$ cat config.mk
export PLATFORM = sky130hd
export DESIGN_NAME = regfile_seq_ctrl
export DESIGN_NICKNAME = d
export VERILOG_FILES = /design/src/rtl/regfile_ctrl_pkg.sv /design/src/rtl/regfile_seq_ctrl_guard.sv /design/src/rtl/regfile_seq_ctrl.sv
export SDC_FILE = /design/constraint.sdc
export NUM_CORES = 1
export LEC_CHECK = 0
export ABC_AREA = 1
export BUFFER_PORTS_ARGS = -buffer_cell sky130_fd_sc_hd__buf_4
export CAP_MARGIN = 20
export CELL_PAD_IN_SITES_DETAIL_PLACEMENT = 1
export CELL_PAD_IN_SITES_GLOBAL_PLACEMENT = 1
export CORE_UTILIZATION = 30
export CTS_BUF_LIST = sky130_fd_sc_hd__clkbuf_2
export DETAILED_ROUTE_END_ITERATION = 16
export PLACE_DENSITY_LB_ADDON = 0.25
export SLEW_MARGIN = 20
export SYNTH_ARGS = -nofsm -noshare
export SYNTH_HDL_FRONTEND = slang
export SYNTH_SLANG_ARGS = --single-unit
export TNS_END_PERCENT = 5
$ cat constraint.sdc
create_clock -name clk -period 1.8 [get_ports clk]
set_clock_uncertainty 0.05 [all_clocks]
set_input_delay 0.18 -clock clk [delete_from_list [all_inputs] [get_ports clk]]
set_output_delay 0.18 -clock clk [all_outputs]
set_load 0.01 [all_outputs]
$ cat src/rtl/regfile_ctrl_pkg.sv
// Shared definitions for the register-file command sequencer:
// op encodings, FSM states, register indices and default widths.
package regfile_ctrl_pkg;

    localparam int DW = 8;
    localparam int AW = 2;

    typedef enum logic [1:0] {
        OP_NOP = 2'b00,
        OP_WR  = 2'b01,
        OP_RD  = 2'b10,
        OP_MOV = 2'b11
    } op_e;

    typedef enum logic [2:0] {
        S_IDLE,
        S_WRITE,
        S_SEL,
        S_CAPT,
        S_MOVW,
        S_RESP
    } state_e;

    localparam logic [1:0] REG_Q0 = 2'd0;
    localparam logic [1:0] REG_Q1 = 2'd1;
    localparam logic [1:0] REG_Q2 = 2'd2;
    localparam logic [1:0] REG_Q3 = 2'd3;

endpackage

$ cat src/rtl/regfile_seq_ctrl_guard.sv
// rf_bus_guard: shadows the Q0 bus-enable bits and flags reads of a
// disabled tristate bus (B1 via Q0[0], B2 via Q0[1]).
module rf_bus_guard
    import regfile_ctrl_pkg::*;
#(
    parameter int AW = 2
) (
    input  logic          clk,
    input  logic          rst_n,
    input  logic          we_i,
    input  logic [AW-1:0] addr_i,
    input  logic [1:0]    en_d_i,
    input  logic [AW-1:0] sra_i,
    input  logic [AW-1:0] srb_i,
    output logic          block_o
);

    logic [1:0] shadow_en_q;
    logic       off_a;
    logic       off_b;

    always_ff @(posedge clk or negedge rst_n) begin
        if (!rst_n) begin
            shadow_en_q <= 2'b00;
        end else if (we_i && addr_i == AW'(REG_Q0)) begin
            shadow_en_q <= en_d_i;
        end
    end

    always_comb begin
        off_a = (sra_i == AW'(REG_Q1) && !shadow_en_q[0]) ||
                (sra_i == AW'(REG_Q2) && !shadow_en_q[1]);
        off_b = (srb_i == AW'(REG_Q1) && !shadow_en_q[0]) ||
                (srb_i == AW'(REG_Q2) && !shadow_en_q[1]);
        block_o = off_a || off_b;
    end

endmodule

$ cat src/rtl/regfile_seq_ctrl.sv
// Command sequencer for the 4x8 I/O register file.
// Optional read guard on disabled buses: define BUS_GUARD_EN.
module regfile_seq_ctrl
    import regfile_ctrl_pkg::*;
#(
    parameter int DW = 8,
    parameter int AW = 2
) (
    input  logic          clk,
    input  logic          rst_n,
    input  logic          cmd_valid,
    output logic          cmd_ready,
    input  logic [1:0]    cmd_op,
    input  logic [AW-1:0] cmd_dst,
    input  logic [AW-1:0] cmd_sra,
    input  logic [AW-1:0] cmd_srb,
    input  logic [DW-1:0] cmd_data,
    output logic          rsp_valid,
    input  logic          rsp_ready,
    output logic [DW-1:0] rsp_da,
    output logic [DW-1:0] rsp_db,
    output logic          rsp_err,
    output logic [DW-1:0] rf_d,
    output logic [AW-1:0] rf_addr,
    output logic          rf_we,
    output logic [AW-1:0] rf_cha,
    output logic [AW-1:0] rf_chb,
    input  logic [DW-1:0] rf_da,
    input  logic [DW-1:0] rf_db
);

    state_e        state_q, state_d;
    op_e           op_q, op_d;
    logic [AW-1:0] dst_q, dst_d;
    logic [AW-1:0] sra_q, sra_d;
    logic [AW-1:0] srb_q, srb_d;
    logic [DW-1:0] data_q, data_d;
    logic [DW-1:0] da_q, da_d;
    logic [DW-1:0] db_q, db_d;
    logic          err_q, err_d;
    logic          guard_block;

`ifdef BUS_GUARD_EN
    rf_bus_guard #(
        .AW(AW)
    ) u_guard (
        .clk    (clk),
        .rst_n  (rst_n),
        .we_i   (rf_we),
        .addr_i (rf_addr),
        .en_d_i (rf_d[1:0]),
        .sra_i  (sra_q),
        .srb_i  (srb_q),
        .block_o(guard_block)
    );
`else
    assign guard_block = 1'b0;
`endif

    always_ff @(posedge clk or negedge rst_n) begin
        if (!rst_n) begin
            state_q <= S_IDLE;
            op_q    <= OP_NOP;
            dst_q   <= '0;
            sra_q   <= '0;
            srb_q   <= '0;
            data_q  <= '0;
            da_q    <= '0;
            db_q    <= '0;
            err_q   <= 1'b0;
        end else begin
            state_q <= state_d;
            op_q    <= op_d;
            dst_q   <= dst_d;
            sra_q   <= sra_d;
            srb_q   <= srb_d;
            data_q  <= data_d;
            da_q    <= da_d;
            db_q    <= db_d;
            err_q   <= err_d;
        end
    end

    always_comb begin
        state_d = state_q;
        op_d    = op_q;
        dst_d   = dst_q;
        sra_d   = sra_q;
        srb_d   = srb_q;
        data_d  = data_q;
        da_d    = da_q;
        db_d    = db_q;
        err_d   = err_q;
        unique case (state_q)
            S_IDLE: begin
                if (cmd_valid) begin
                    op_d   = op_e'(cmd_op);
                    dst_d  = cmd_dst;
                    sra_d  = cmd_sra;
                    srb_d  = cmd_srb;
                    data_d = cmd_data;
                    da_d   = (op_e'(cmd_op) == OP_WR) ? cmd_data : '0;
                    db_d   = '0;
                    err_d  = 1'b0;
                    unique case (op_e'(cmd_op))
                        OP_NOP: state_d = S_RESP;
                        OP_WR:  state_d = S_WRITE;
                        OP_RD:  state_d = S_SEL;
                        OP_MOV: state_d = S_SEL;
                        default: state_d = S_IDLE;
                    endcase
                end
            end
            S_WRITE: state_d = S_RESP;
            S_SEL: begin
                if (guard_block) begin
                    err_d   = 1'b1;
                    da_d    = '0;
                    db_d    = '0;
                    state_d = S_RESP;
                end else begin
                    state_d = S_CAPT;
                end
            end
            // Register file has a registered mux: data valid one cycle after SEL
            S_CAPT: begin
                da_d    = rf_da;
                db_d    = (op_q == OP_RD) ? rf_db : '0;
                state_d = (op_q == OP_MOV) ? S_MOVW : S_RESP;
            end
            S_MOVW: state_d = S_RESP;
            S_RESP: begin
                if (rsp_ready) begin
                    state_d = S_IDLE;
                end
            end
            default: state_d = S_IDLE;
        endcase
    end

    always_comb begin
        cmd_ready = rst_n && (state_q == S_IDLE);
        rsp_valid = (state_q == S_RESP);
        rsp_da    = da_q;
        rsp_db    = db_q;
        rsp_err   = err_q;
        rf_we     = (state_q == S_WRITE) || (state_q == S_MOVW);
        rf_addr   = rf_we ? dst_q : '0;
        rf_d      = '0;
        if (state_q == S_WRITE) begin
            rf_d = data_q;
        end else if (state_q == S_MOVW) begin
            rf_d = da_q;
        end
        rf_cha = '0;
        rf_chb = '0;
        if (state_q == S_SEL || state_q == S_CAPT) begin
            rf_cha = sra_q;
            rf_chb = srb_q;
        end
    end

endmodule

=== Word level (Yosys, flattened, before mapping) ===
Index checks and enable logic that the tools add are counted.

* Register bits: 35
* Input port bits: 36
* Output and inout bits: 34
* Logic and storage cells: 47

* Equality and inequality tests: 12
* Multiplexer cells: 16
* Reductions and logical operators: 11

{| class="wikitable"
|+ Operators by type and width
! operator !! number
|-
| 8-bit 2-to-1 mux || 6
|-
| 8-bit case mux with 2 select lines || 2
|-
| 3-bit case mux with 5 select lines || 1
|-
| 3-bit case mux with 3 select lines || 1
|-
| 2-bit equality test (second input constant) || 4
|-
| 3-bit by 2-bit equality test with 1-bit output (second input constant) || 2
|-
| 3-bit equality test (second input constant) || 2
|-
| 2-bit 2-to-1 mux || 3
|-
| 3-bit 2-to-1 mux || 2
|-
| 2-bit AND reduction || 3
|-
| 2-bit OR reduction || 2
|-
| 3-bit by 1-bit equality test with 1-bit output (second input constant) || 1
|-
| 3-bit zero test || 1
|-
| 2-bit by 1-bit equality test with 1-bit output (second input constant) || 1
|-
| 2-bit zero test || 1
|-
| 1-bit logical OR || 2
|-
| 2-bit by 1-bit inequality test with 1-bit output (second input constant) || 1
|-
| 2-bit inequality test (second input constant) || 1
|-
| 2-bit nonzero test || 1
|-
| 1-bit logical AND || 1
|-
| 1-bit 2-to-1 mux || 1
|}

=== Logic depth before layout (Yosys ltp) ===
* Depth in word-level cells: 5
* Mapped depth: 9
* Depth with buffers taken out: 8

=== Least setup slack after synthesis ===
OpenSTA, ideal clock, no wires.

* Path kind: reg-to-output
* From: register state_q[0]
* To: output rf_addr[0]
* Arrival time: 1.165 ns
* Required time: 1.570 ns
* Setup slack: 0.405 ns
* Cell stages (with the launch flop): 7
* Buffers on the path: 1
* Cell sequence: dfrtp_1 nor2_4 buf_2 nand2_2 nand2_4 inv_1 nor2_1

* Cells in the longest elaborated chain, start to end: 3
* Elaborated cells on any way between the ends: 4
* Those cells by class: eq/ne (2); mux (1); reduce/logical (1)

{| class="wikitable"
|+ RTL lines
! what !! line !! source
|-
| start, declared || regfile_seq_ctrl.sv:32 || <nowiki>state_e state_q, state_d;</nowiki>
|-
| start signal, assigned || regfile_seq_ctrl.sv:72 || <nowiki>state_q <= state_d;</nowiki>
|-
| 3-bit by 1-bit equality test with 1-bit output / 3-bit equality test (equally long branches) || regfile_seq_ctrl.sv:147 || <nowiki>rf_we = (state_q == S_WRITE) || (state_q == S_MOVW);</nowiki>
|-
| 1-bit logical OR (*) || regfile_seq_ctrl.sv:147 ||
|-
| net rf_we || regfile_seq_ctrl.sv:25 || <nowiki>output logic rf_we,</nowiki>
|-
| 2-bit 2-to-1 mux (*) || regfile_seq_ctrl.sv:148 || <nowiki>rf_addr = rf_we ? dst_q : '0;</nowiki>
|-
| end, declared || regfile_seq_ctrl.sv:24 || <nowiki>output logic [AW-1:0] rf_addr,</nowiki>
|}

The timed path passes the listed nets; every way through them passes the cells marked *.

=== Final worst setup path ===
* From: register state_q[1]
* To: output rf_d[6]

* Cells in the longest elaborated chain, start to end: 3
* Elaborated cells on any way between the ends: 4
* Those cells by class: eq/ne (2); mux (2)

{| class="wikitable"
|+ RTL lines
! what !! line !! source
|-
| 3-bit equality test || regfile_seq_ctrl.sv:152 || <nowiki>end else if (state_q == S_MOVW) begin</nowiki>
|-
| 8-bit 2-to-1 mux || regfile_seq_ctrl.sv:152 ||
|-
| 8-bit 2-to-1 mux (*) || regfile_seq_ctrl.sv:150 || <nowiki>if (state_q == S_WRITE) begin</nowiki>
|-
| end, declared || regfile_seq_ctrl.sv:23 || <nowiki>output logic [DW-1:0] rf_d,</nowiki>
|}

Every way passes the cells marked *; elsewhere a longest branch is shown, timed or not.

==> results.sh <==
export IMPL_worstHoldEndpoint="op_q[1]"
export IMPL_async_flop_share_pct=100.0
export IMPL_grt_pass1_wl_microns=9239
export IMPL_synth_compound_area_share_pct=13.30
export IMPL_pre_cts_slack_ns=0.09791
export IMPL_synthTopCellsByCount="nand3_1, dfrtp_1, inv_1, o21ai_2, nand2_1"
export IMPL_io_pins=70
export IMPL_netlist_cell_type_count=23
export IMPL_p_leak_nw=1.555
export IMPL_min_period_ns=1.765
export IMPL_synth_area_leader_cell="dfrtp_1"
export IMPL_synth_most_common_cell="nand3_1"
export IMPL_p_clk_share_pct=14.7
export IMPL_ff2ff_path_depth=6
export IMPL_synth_fa_ha_area_share_pct=0
export IMPL_critical_path_class="flop to primary output"
export IMPL_cts_buffers=5
export IMPL_path_max_fanout=5
export IMPL_nFillCells=735
export IMPL_fin_crit_sh_pct=98.03
export IMPL_pwr_density_cell_nw_per_um2=1477
export IMPL_intPower_mw=2.631
export IMPL_numPlacedInstances=354
export IMPL_num_vias=1871
export IMPL_r2r_end="rsp_da[1]"
export IMPL_tns_ns=0
export IMPL_ctsRootBufferMaster="clkbuf_2"
export IMPL_ys_seq_area_share_pct=44.99
export IMPL_cp_end_kind="primary output"
export IMPL_worst_slack_ns=0.03542
export IMPL_layoutNonFillerInstCount=403
export IMPL_grt_pass1_vias=1859
export IMPL_grt_max_degree=36
export IMPL_fp_dieW_microns=82.56
export IMPL_critical_path_top_delay_family="flip-flops"
export IMPL_viasPerCell=4.643
export IMPL_synth_area_leaders="dfrtp_1, nand3_1, o21ai_2"
export IMPL_htree_levels=2
export IMPL_synth_top_family_by_area="simple AND/OR/NAND/NOR gates"
export IMPL_hpwlAfterDp_microns=3809
export IMPL_cts_tree="done"
export IMPL_clockBufferDepth=2
export IMPL_drive_above_1_share_pct=46.65
export IMPL_synth_nets=251
export IMPL_hold_slack_ns=0.03601
export IMPL_hold_path_depth=3
export IMPL_reg2reg_slack_ns=0.18
export IMPL_setup_violations=0
export IMPL_path_buf_inv=3
export IMPL_hold_viol=0
export IMPL_clk_pin_slew_worst_paths_ns=0.20
export IMPL_syn_cell_area_sq_um=1947
export IMPL_drc=0
export IMPL_antenna_cells=0
export IMPL_antenna_left=0
export IMPL_wl_microns=5891
export IMPL_tightest_slew_ns=0.6348
export IMPL_post_synth_top_area_fraction_pct=44.99
export IMPL_ys_seq_elements=35
export IMPL_peakVddDrop_mv=0.5846
export IMPL_power_mw=4.518
export IMPL_clkLatencyLatePin_ns=0.40
export IMPL_synth_area_per_cell_sq_um=9.055
export IMPL_synth_simple_area_share_pct=29.37
export IMPL_start_util_pct=31.94
export IMPL_cp_slowest_cell="dfrtp_2"
export IMPL_clock_fmax_mhz=566.7
export IMPL_placed_area_sq_um=2499
export IMPL_fp_row_count=28
export IMPL_power_switching_mw=1.887
export IMPL_wl_per_cell_microns=14.62
export IMPL_cpPeakStageDelay_ns=0.49
export IMPL_min_from="cmd_op[1]"
export IMPL_drv_cap=0
export IMPL_coreArea_sq_um=6096
export IMPL_yosys_most_used_dff="dfrtp_1"
export IMPL_gp_congestion=0.7167
export IMPL_synth_xor_area_share_pct=0
export IMPL_pwr_share_comb_pct=56.5
export IMPL_die_height_microns=82.56
export IMPL_synth_warning_count=0
export IMPL_die_area_sq_um=6815
export IMPL_worstPathArrival_ns=1.53
export IMPL_grt_overflow=0
export IMPL_area_delta_synth_final_pct=57.07
export IMPL_fin_util_pct=50.16
export IMPL_critPathLaunchType="flop"
export IMPL_drv_slew=0
export IMPL_required_ns=1.57
export IMPL_seqPwrFrac_pct=28.8
export IMPL_timing_rr_start="state_q[1]"
export IMPL_drtIter0Drc=57
export IMPL_cts_sinks=35
export IMPL_grtUsageTotal_pct=18.80
export IMPL_antenna_found_initial=0
export IMPL_switching_share_pct=41.76
export IMPL_io_buffers=68
export IMPL_holdCritPathClass="primary input to flop"
export IMPL_synth_edff_count=0
export IMPL_final_cell_area_sq_um=3058
export IMPL_slew_headroom_pct=57.52
export IMPL_rsz0062_at_grt="yes"
export IMPL_syn_inst=215
export IMPL_status="finished clean"
export IMPL_synthMuxAreaShare_pct=0
export IMPL_path_cells="nor2_4, buf_6, buf_12, nand3_1, o21ai_1, buf_4"
export IMPL_drtPass1Iterations=4
export IMPL_nets=363
-- power by group through the flow --
stage	clock network, mW	logic [mW]	registers [mW]
6_report	0.663	2.55	1.30
5_1_grt	0.721	2.79	1.34
4_1_cts	0.677	2.46	1.29
3_5_place_dp	0	2.13	1.32
3_3_place_gp	0	2.09	1.30
2_1_floorplan	0	1.34	1.33
-- cells in the final DEF (no fill, tap or decap), types with 5 or more instances in the layout --
master / n
clkbuf_2: 6
inv_1: 29
dfrtp_1: 33
nand2_2: 11
buf_4: 76
nor2_1: 12
nand2_4: 8
nand2_1: 18
dlygate4sd3_1: 33
o21ai_1: 7
nand3_1: 40
nand3_2: 5
o21ai_2: 25
-- cells by family after synthesis --
group / after synthesis
AOI/OAI and AO/OA: 34
buffers and inverters: 43
DFF: 35
other: 1
and+or+nand+nor: 102
-- sequential cells by signal (all words and copies together) (netlist names) --
name,count
op_q,2
rsp_db,8
data_q,8
dst_q,2
srb_q,2
rsp_da,8
state_q,3
sra_q,2
-- worst reg2reg max path, stage by stage, from the launching register on --
cell	delay, ns
dfrtp_2	0.49
buf_4	0.15
nand2_1	0.07
nor2_2	0.05
nor2_1	0.49
nand3_1	0.16
nand3_1	0.11
-- worst max path at each step --
stage               depth (start not counted)  startpoint         end
detailed placement                          6  state_q[2]  rf_addr[1]
CTS                                         6  state_q[1]     rf_d[0]
global route                                6  state_q[1]     rf_d[6]
global placement                            6  state_q[2]  rf_addr[1]
floorplan                                   6  state_q[0]  rf_addr[0]
finish                                      6  state_q[1]     rf_d[6]
-- routing by layer --
layer  up-vias  wire length (microns)  GRT usage (%)
li1        913                      -              -
met1       901                   2683          23.78
met2        50                   2857          31.74
met3         7                    266          4.505
met4         0                     84          5.517
met5         -                      0              0
-- cell type report --
cell class	count	area, sq um	area share [%]
multi-input combinational	138	889.6	29.09
clock buffer	6	30.03	0.9820
sequential	35	878.3	28.72
timing repair buffer	114	974.7	31.87
tap	75	93.84	3.069
inverter	33	131.4	4.296
clock inverter	2	60.06	1.964
-- timing repair --
item                                   4_1_cts  5_1_grt
cloned                                       1        0
hold buffers                                33        0
gates resized for setup                      8       19
setup endpoints to repair                   11       11
pin swaps                                    4        3
endpoints found under the hold margin       68        0
setup buffers                                5        2
(Power assumes the default switching activity.)
